==> src/rtl/ifetch_pkg.sv <==
// Shared types and constants for the instruction-fetch front end.
package ifetch_pkg;

  typedef enum logic [1:0] {
    ST_IDLE  = 2'd0,
    ST_REQ   = 2'd1,
    ST_DROP  = 2'd2,
    ST_FAULT = 2'd3
  } ifetch_state_e;

  localparam int unsigned IFETCH_ILEN_DFLT = 32;

  // Byte distance between consecutive instructions.
  function automatic int unsigned pc_inc(input int unsigned ilen);
    return ilen / 8;
  endfunction

endpackage

==> src/rtl/ifetch_buf.sv <==
// Single-entry output register between fetch and decode, with load, drain and flush.
module ifetch_buf #(
  parameter int unsigned WIDTH = 32,
  parameter int unsigned ILEN  = 32
) (
  input  logic             clk,
  input  logic             reset_n,
  input  logic             load,
  input  logic             flush,
  input  logic [ILEN-1:0]  load_instr,
  input  logic [WIDTH-1:0] load_pc,
  input  logic             load_fault,
  input  logic             if_ready,
  output logic             if_valid,
  output logic [ILEN-1:0]  if_instr,
  output logic [WIDTH-1:0] if_pc,
  output logic             if_fault
);

  logic             valid_q, valid_d;
  logic [ILEN-1:0]  instr_q, instr_d;
  logic [WIDTH-1:0] pc_q, pc_d;
  logic             fault_q, fault_d;

  // Flush beats load; a load in the drain cycle replaces the entry.
  always_comb begin
    valid_d = valid_q;
    instr_d = instr_q;
    pc_d    = pc_q;
    fault_d = fault_q;
    if (flush) begin
      valid_d = 1'b0;
    end else if (load) begin
      valid_d = 1'b1;
      instr_d = load_instr;
      pc_d    = load_pc;
      fault_d = load_fault;
    end else if (valid_q && if_ready) begin
      valid_d = 1'b0;
    end
  end

  always_ff @(posedge clk or negedge reset_n) begin
    if (!reset_n) begin
      valid_q <= 1'b0;
      instr_q <= '0;
      pc_q    <= '0;
      fault_q <= 1'b0;
    end else begin
      valid_q <= valid_d;
      instr_q <= instr_d;
      pc_q    <= pc_d;
      fault_q <= fault_d;
    end
  end

  assign if_valid = valid_q;
  assign if_instr = instr_q;
  assign if_pc    = pc_q;
  assign if_fault = fault_q;

endmodule

==> src/rtl/ifetch_unit.sv <==
// Instruction-fetch front end: fetch FSM, next-PC mux and decode output buffer.
// Optional misaligned-PC trap enabled by defining IFETCH_ALIGN_CHECK_EN.
module ifetch_unit
  import ifetch_pkg::*;
#(
  parameter int unsigned WIDTH = 32,
  parameter int unsigned ILEN  = IFETCH_ILEN_DFLT
) (
  input  logic             clk,
  input  logic             reset_n,
  input  logic [WIDTH-1:0] pc,
  output logic [WIDTH-1:0] pc_next,
  output logic             pc_stall,
  input  logic             redirect,
  input  logic [WIDTH-1:0] redirect_pc,
  output logic             imem_req,
  output logic [WIDTH-1:0] imem_addr,
  input  logic             imem_ack,
  input  logic [ILEN-1:0]  imem_rdata,
  output logic             if_valid,
  input  logic             if_ready,
  output logic [ILEN-1:0]  if_instr,
  output logic [WIDTH-1:0] if_pc,
  output logic             if_fault
);

  localparam int unsigned INC = pc_inc(ILEN);

  ifetch_state_e    state_q, state_d;
  logic [WIDTH-1:0] addr_q, addr_d;
  logic             buf_free;
  logic             misalign;
  logic             req_c;
  logic             load;
  logic             load_fault;
  logic [ILEN-1:0]  load_instr;

  assign buf_free = !if_valid || if_ready;

`ifdef IFETCH_ALIGN_CHECK_EN
  assign misalign = (pc[1:0] != 2'b00);
`else
  assign misalign = 1'b0;
`endif

  // Next state, memory request and next-PC selection.
  always_comb begin
    state_d    = state_q;
    addr_d     = addr_q;
    req_c      = 1'b0;
    imem_addr  = addr_q;
    pc_next    = pc;
    pc_stall   = 1'b1;
    load       = 1'b0;
    load_fault = 1'b0;
    case (state_q)
      ST_IDLE: begin
        imem_addr = pc;
        if (buf_free && misalign) begin
          if (!redirect) begin
            load       = 1'b1;
            load_fault = 1'b1;
            state_d    = ST_FAULT;
          end
        end else if (buf_free) begin
          req_c = 1'b1;
          if (imem_ack) begin
            if (!redirect) begin
              load     = 1'b1;
              pc_stall = 1'b0;
              pc_next  = pc + WIDTH'(INC);
            end
          end else begin
            addr_d  = pc;
            state_d = redirect ? ST_DROP : ST_REQ;
          end
        end
      end
      ST_REQ, ST_DROP: begin
        req_c = 1'b1;
        if (imem_ack) begin
          state_d = ST_IDLE;
          if ((state_q == ST_REQ) && !redirect) begin
            load     = 1'b1;
            pc_stall = 1'b0;
            pc_next  = pc + WIDTH'(INC);
          end
        end else if (redirect) begin
          state_d = ST_DROP;
        end
      end
`ifdef IFETCH_ALIGN_CHECK_EN
      ST_FAULT: begin
        if (redirect) state_d = ST_IDLE;
      end
`endif
      default: state_d = ST_IDLE;
    endcase
    if (redirect) begin
      pc_next  = redirect_pc;
      pc_stall = 1'b0;
    end
  end

  assign imem_req   = req_c && reset_n;
  assign load_instr = load_fault ? '0 : imem_rdata;

  always_ff @(posedge clk or negedge reset_n) begin
    if (!reset_n) begin
      state_q <= ST_IDLE;
      addr_q  <= '0;
    end else begin
      state_q <= state_d;
      addr_q  <= addr_d;
    end
  end

  ifetch_buf #(
    .WIDTH (WIDTH),
    .ILEN  (ILEN)
  ) u_buf (
    .clk        (clk),
    .reset_n    (reset_n),
    .load       (load),
    .flush      (redirect),
    .load_instr (load_instr),
    .load_pc    (imem_addr),
    .load_fault (load_fault),
    .if_ready   (if_ready),
    .if_valid   (if_valid),
    .if_instr   (if_instr),
    .if_pc      (if_pc),
    .if_fault   (if_fault)
  );

endmodule

==> config.mk <==
export PLATFORM = sky130hd
export DESIGN_NAME = ifetch_unit
export DESIGN_NICKNAME = d
export VERILOG_FILES = /design/src/rtl/ifetch_pkg.sv /design/src/rtl/ifetch_buf.sv /design/src/rtl/ifetch_unit.sv
export SDC_FILE = /design/constraint.sdc
export NUM_CORES = 1
export LEC_CHECK = 0
export CAP_MARGIN = 20
export CORE_AREA = 8 8 127 129
export DETAILED_ROUTE_END_ITERATION = 7
export DIE_AREA = 0 0 135 137
export PLACE_DENSITY = 0.76
export SYNTH_ARGS = -nofsm -noshare
export SYNTH_HDL_FRONTEND = slang
export SYNTH_SLANG_ARGS = --single-unit
==> constraint.sdc <==
create_clock -name clk -period 2.7 [get_ports clk]
set_input_delay 0.27 -clock clk [delete_from_list [all_inputs] [get_ports clk]]
set_output_delay 0.27 -clock clk [all_outputs]
set_load 0.005 [all_outputs]
==> results.md <==
Logic synthesis:
- The synthesized-area fraction occupied by ao, oa, aoi and oai cells is 0.1141.
- Dividing the synthesized area by the synthesized cell count gives 8.626 µm².
- For this run, the leading register cell type out of synthesis is sky130_fd_sc_hd__dfrtp_1.
- The fraction of registers with async set/reset is 1.000.
- Of the total synthesized cell area, the portion taken by AND, OR, NAND and NOR gates is 0.2670.
- The flip-flop and latch count after synthesis is 99.
- During synthesis, Yosys emitted a total of 0 warnings.
- The post-synthesis cell area is 0.005693 mm².
- The post-synthesis sequential area ratio is 0.4352.
- The parity-gate share of the synthesized area counting xor and xnor cells is 0.
- Of the total synthesized cell area, the portion taken by full adders, half adders and majority gates is 0.008791.
- The post-synthesis instance total is 660.
- The number of synthesized flops with an enable pin is 0.
- The dominant combinational cell family by area after synthesis is simple AND/OR/NAND/NOR gates.
- The count of cell types in the netlist is 61.
- The mux cell area share after synthesis is 0.1301.
- When the netlist entered floorplanning its net count stood at 765.

Run status:
- The run finished, with violations left.
- The final reports fail on negative setup slack.

GRT:
- For this run, the total global-route usage over all layers was measured as 0.2314.
- Summed over all layers, the global routing overflow is 0.
- The met1 usage is 0.2855.
- For this run, global-route usage on met3 was measured as 0.07232.
- The initial antenna violation count is 3.
- The first global-routing pass estimated 33,480 µm of wire.
- The number of global-route vias before repair is 6,105.
- For met2 alone, demand over resource in global routing was 0.3730.
- The global routing stage identified its most utilized layer as met2.
- Entering global routing, the biggest net connects 68 pins.

Floorplanning:
- The total die area is 0.01850 mm².
- The horizontal extent of the die is 135 µm.
- For this configuration, the core starts out at a cell density of 0.4008.
- The die is 137 µm tall.
- The row count is 44.
- The floorplan step defined a core boundary enclosing 0.01420 mm².
- The number of primary I/O pins is 233.

STA:
- Measured against its own limit, the worst slew margin works out to 0.4065.
- Setup repair after global routing could not meet its margin everywhere.
- Static timing analysis puts the maximum clock frequency at 356.3 MHz.
- The worst setup slack after layout is -106.8 ps.
- The number of max-slew violations in the final report was 0.
- On the final layout, the worst hold slack is 10.63 ps.
- For the pin with the worst max-slew slack, the measured transition is 890.2 ps.
- The minimum clock period is 2807 ps.
- Dividing the final minimum period by the clock period gives 1.040.
- The clock arrives with 11.64 ps of skew.
- Setup total negative slack on the finished layout was measured at -416.6 ps.
- The total count of hold-check failures in the final report is 0.
- Setup violations remaining at the end of the flow were counted as 8.

Pwr:
- The power density normalized to cell area is 1023 mW/mm².
- The total chip power is 9.759 mW.
- The peak ir drop on the vdd network is 573.5 µV.
- In this run the static leakage power is 4.414 nW.

Worst setup path:
- The critical-path cell with the highest stage delay is sky130_fd_sc_hd__dfrtp_1.
- Walking the worst path, the cells encountered are inv_2 -> ha_4 -> buf_6 -> buf_6 -> a2111oi_4 -> buf_4 -> buf_6 -> nand2b_1 -> o31a_1 -> buf_2.
- The number of buffers and inverters on the critical path is 6.
- At the worst endpoint, the required time is 2430 ps.
- In this design, the critical path's most frequently occurring cell is sky130_fd_sc_hd__buf_6.
- The worst setup path is launched from a register.
- The cell count of the worst reg-to-reg path is 10.
- On the worst path, the slowest cell contributes a delay of 420 ps.
- The register-to-register path setup slack is 150 ps.
- The kind of critical path is reg -> out.
- The cell type group with the largest total delay on the critical path is buffers and inverters.
- The maximum fanout along the worst path is 6.
- The critical path arrival is 2540 ps.
- The type of destination of the critical path is an output port.
- The worst reg2reg path endpoint is u_buf.if_instr[11].
- The startpoint of the most critical register-to-register path is state_q[0].

Clock network:
- The number of sinks driven by the clock tree is 99.
- The cell at the root of the clock tree is sky130_fd_sc_hd__clkbuf_16.
- After clock tree synthesis, the clock-pin slew on the worst setup and hold paths is 80 ps.
- The insertion delay to the later sink of the worst-skew pair is 360 ps.
- No sink is reached through more buffers than the 2 on the longest clock path.
- The hold-fix buffer count after cts is 0.
- The number of clock buffers added by TritonCTS is 9.
- TritonCTS built the clock tree.
- The clock tree synthesis step divided the H-tree into 3 levels.

Layout:
- From synthesis to final layout, the design area changed by 67.56%.
- At the end of the flow, the number of nets in the layout was 1,089.
- The fraction of layout instances using a drive strength above 1 is 0.2872.
- For this run, the share of the core covered by cells in the final layout is 0.6716.

Drt:
- The number of detailed-route iterations in the first pass is 5.
- The total number of vias is 6,225.
- In the routed design, unresolved DRC markers number 0.
- After detailed routing, the average wire length per cell comes to 19.21 µm.
- In the routed layout, each cell is associated on average with a via count of 5.298.
- In this run, the number of DRC markers left after iteration 0 of detailed routing was 428.
- The antenna violation net count after detailed routing is 0.
- The routed wire length is 22,570 µm.

Job:
- The count of max-cap constraint violations is 0.

Placed design:
- The HPWL reported at the end of detailed placement is 16,160 µm.
- The routability-driven placement congestion ratio is 0.9050.
- The number of port buffers is 231.
- Timing analysis after detailed placement gives a worst setup slack of -370.8 ps.

Worst hold path:
- The type of the worst min-delay path is in -> async.
-- per-layer routing --
metal,vias to the layer above,part of all wire,wire length (µm)
met2,296,0.47,10650
met1,2951,0.41,9320
met4,2,0.028,630
met3,48,0.086,1949
met5,-,0.00071,16
li1,2928,-,-
-- synth_stat cells, types with 3 or more instances --
cell	instances	area, µm²
sky130_fd_sc_hd__a32oi_1	6	52.55
sky130_fd_sc_hd__nand3_1	15	75.07
sky130_fd_sc_hd__buf_1	4	15.01
sky130_fd_sc_hd__o31ai_1	4	30.03
sky130_fd_sc_hd__and2_1	5	31.28
sky130_fd_sc_hd__mux2_2	64	720.7
sky130_fd_sc_hd__ha_1	4	50.05
sky130_fd_sc_hd__inv_1	14	52.55
sky130_fd_sc_hd__a31oi_1	8	50.05
sky130_fd_sc_hd__a21oi_1	11	55.05
sky130_fd_sc_hd__nor4_1	10	62.56
sky130_fd_sc_hd__and3_1	3	18.77
sky130_fd_sc_hd__or3_1	6	37.54
sky130_fd_sc_hd__dfrtp_1	99	2477
sky130_fd_sc_hd__nor2b_1	3	18.77
sky130_fd_sc_hd__nand2_1	236	885.9
sky130_fd_sc_hd__nand4_1	13	81.33
sky130_fd_sc_hd__o21ai_0	28	140.1
sky130_fd_sc_hd__nor2_1	20	75.07
sky130_fd_sc_hd__a22oi_1	5	37.54
sky130_fd_sc_hd__buf_2	13	65.06
sky130_fd_sc_hd__o211ai_1	5	37.54
sky130_fd_sc_hd__a211oi_1	4	30.03
sky130_fd_sc_hd__clkbuf_1	24	90.09
sky130_fd_sc_hd__nor3_1	7	35.03
sky130_fd_sc_hd__nand2b_1	3	18.77
-- layout by cell type (no fill, tap or decap), types with 3 or more instances in the layout --
master                              n
sky130_fd_sc_hd__a31oi_1            6
sky130_fd_sc_hd__nor2_1            16
sky130_fd_sc_hd__clkbuf_16          9
sky130_fd_sc_hd__inv_2              3
sky130_fd_sc_hd__nand4_1           13
sky130_fd_sc_hd__buf_2             20
sky130_fd_sc_hd__inv_1             11
sky130_fd_sc_hd__o31ai_1            4
sky130_fd_sc_hd__nor2b_1            3
sky130_fd_sc_hd__dlymetal6s2s_1    14
sky130_fd_sc_hd__clkbuf_2           6
sky130_fd_sc_hd__o21ai_0           16
sky130_fd_sc_hd__nor4_4             3
sky130_fd_sc_hd__nand3_1           14
sky130_fd_sc_hd__a21oi_1           10
sky130_fd_sc_hd__nor4_1             6
sky130_fd_sc_hd__a22oi_2            3
sky130_fd_sc_hd__and3_1             3
sky130_fd_sc_hd__nand2_1          233
sky130_fd_sc_hd__mux2_2            64
sky130_fd_sc_hd__o211ai_1           5
sky130_fd_sc_hd__nor3_1             6
sky130_fd_sc_hd__or3_1              6
sky130_fd_sc_hd__clkdlybuf4s50_1  184
sky130_fd_sc_hd__dfrtp_1           99
sky130_fd_sc_hd__buf_4            110
sky130_fd_sc_hd__and2_1             5
sky130_fd_sc_hd__clkdlybuf4s15_1    4
sky130_fd_sc_hd__nand2_2            3
sky130_fd_sc_hd__buf_6             17
sky130_fd_sc_hd__a32oi_1            5
sky130_fd_sc_hd__o21ai_1           11
-- metrics by stage --
step	instance area [µm²]	cells
after floorplan	5693	660
after global placement	8758	1125
after detailed placement	8758	1125
after CTS	9254	1159
after global routing	9539	1175
final	9539	1175
-- power breakdown --
part	switching (mW)	total [mW]	leakage (nW)	internal (mW)
logic	2.52	5.84	3.05	3.32
clock network	0.677	1.34	0.148	0.659
registers	0.372	2.58	1.21	2.21
-- kinds of logic (layout without fill, tap and decap cells) --
family                   Yosys count  after routing
AO/OA/AOI/OAI                     94             94
adder cells (fa/ha/maj)            4              4
buffers and inverters             60            389
flip-flops                        99             99
multiplexers                      66             66
other                              1              3
AND/OR/NAND/NOR                  336            336
-- worst max path at each step --
| stage | from | endpoint | slack [ps] | cells after the start |
|---|---|---|---|---|
| global route | state_q[0] | pc_next[7] | -180 | 12 |
| floorplan | state_q[0] | pc_next[31] | 410 | 8 |
| global placement | pc[2] | pc_next[28] | -380 | 8 |
| CTS | state_q[1] | pc_next[8] | -140 | 11 |
| detailed placement | pc[2] | pc_next[28] | -370 | 8 |
| finish | state_q[0] | pc_next[30] | -110 | 10 |
-- what timing repair did --
action / CTS / global route
endpoints found under the hold margin: 0 / 0
endpoints found under the setup margin: 31 / 30
pin swaps: 19 / 28
gates resized for setup: 136 / 71
setup buffers: 18 / 17
-- flip-flops by register name (all words and copies together) (netlist names) --
name,flops
u_buf.if_valid,1
addr_q,32
u_buf.if_pc,32
state_q,2
u_buf.if_instr,32
-- worst register-to-register path: cells and delay by family, from the launching register on --
| family | cells | cell delay (ps) |
|---|---|---|
| AO/OA/AOI/OAI | 1 | 110 |
| adder cells (fa/ha/maj) | 1 | 290 |
| buffers and inverters | 5 | 1120 |
| flip-flops | 1 | 420 |
| AND/OR/NAND/NOR | 3 | 560 |
-- layout make-up --
cell class / instances / area [µm²]
Clock buffer: 9 / 225.2
Clock inverter: 7 / 78.83
Inverter: 15 / 56.30
Fill cell: 1113 / 4664
Multi-Input combinational cell: 501 / 3218
Tap cell: 184 / 230.2
Timing Repair Buffer: 358 / 3248
Antenna cell: 2 / 5.005
Sequential cell: 99 / 2477
Note: power is estimated with default switching activity, not from simulation.
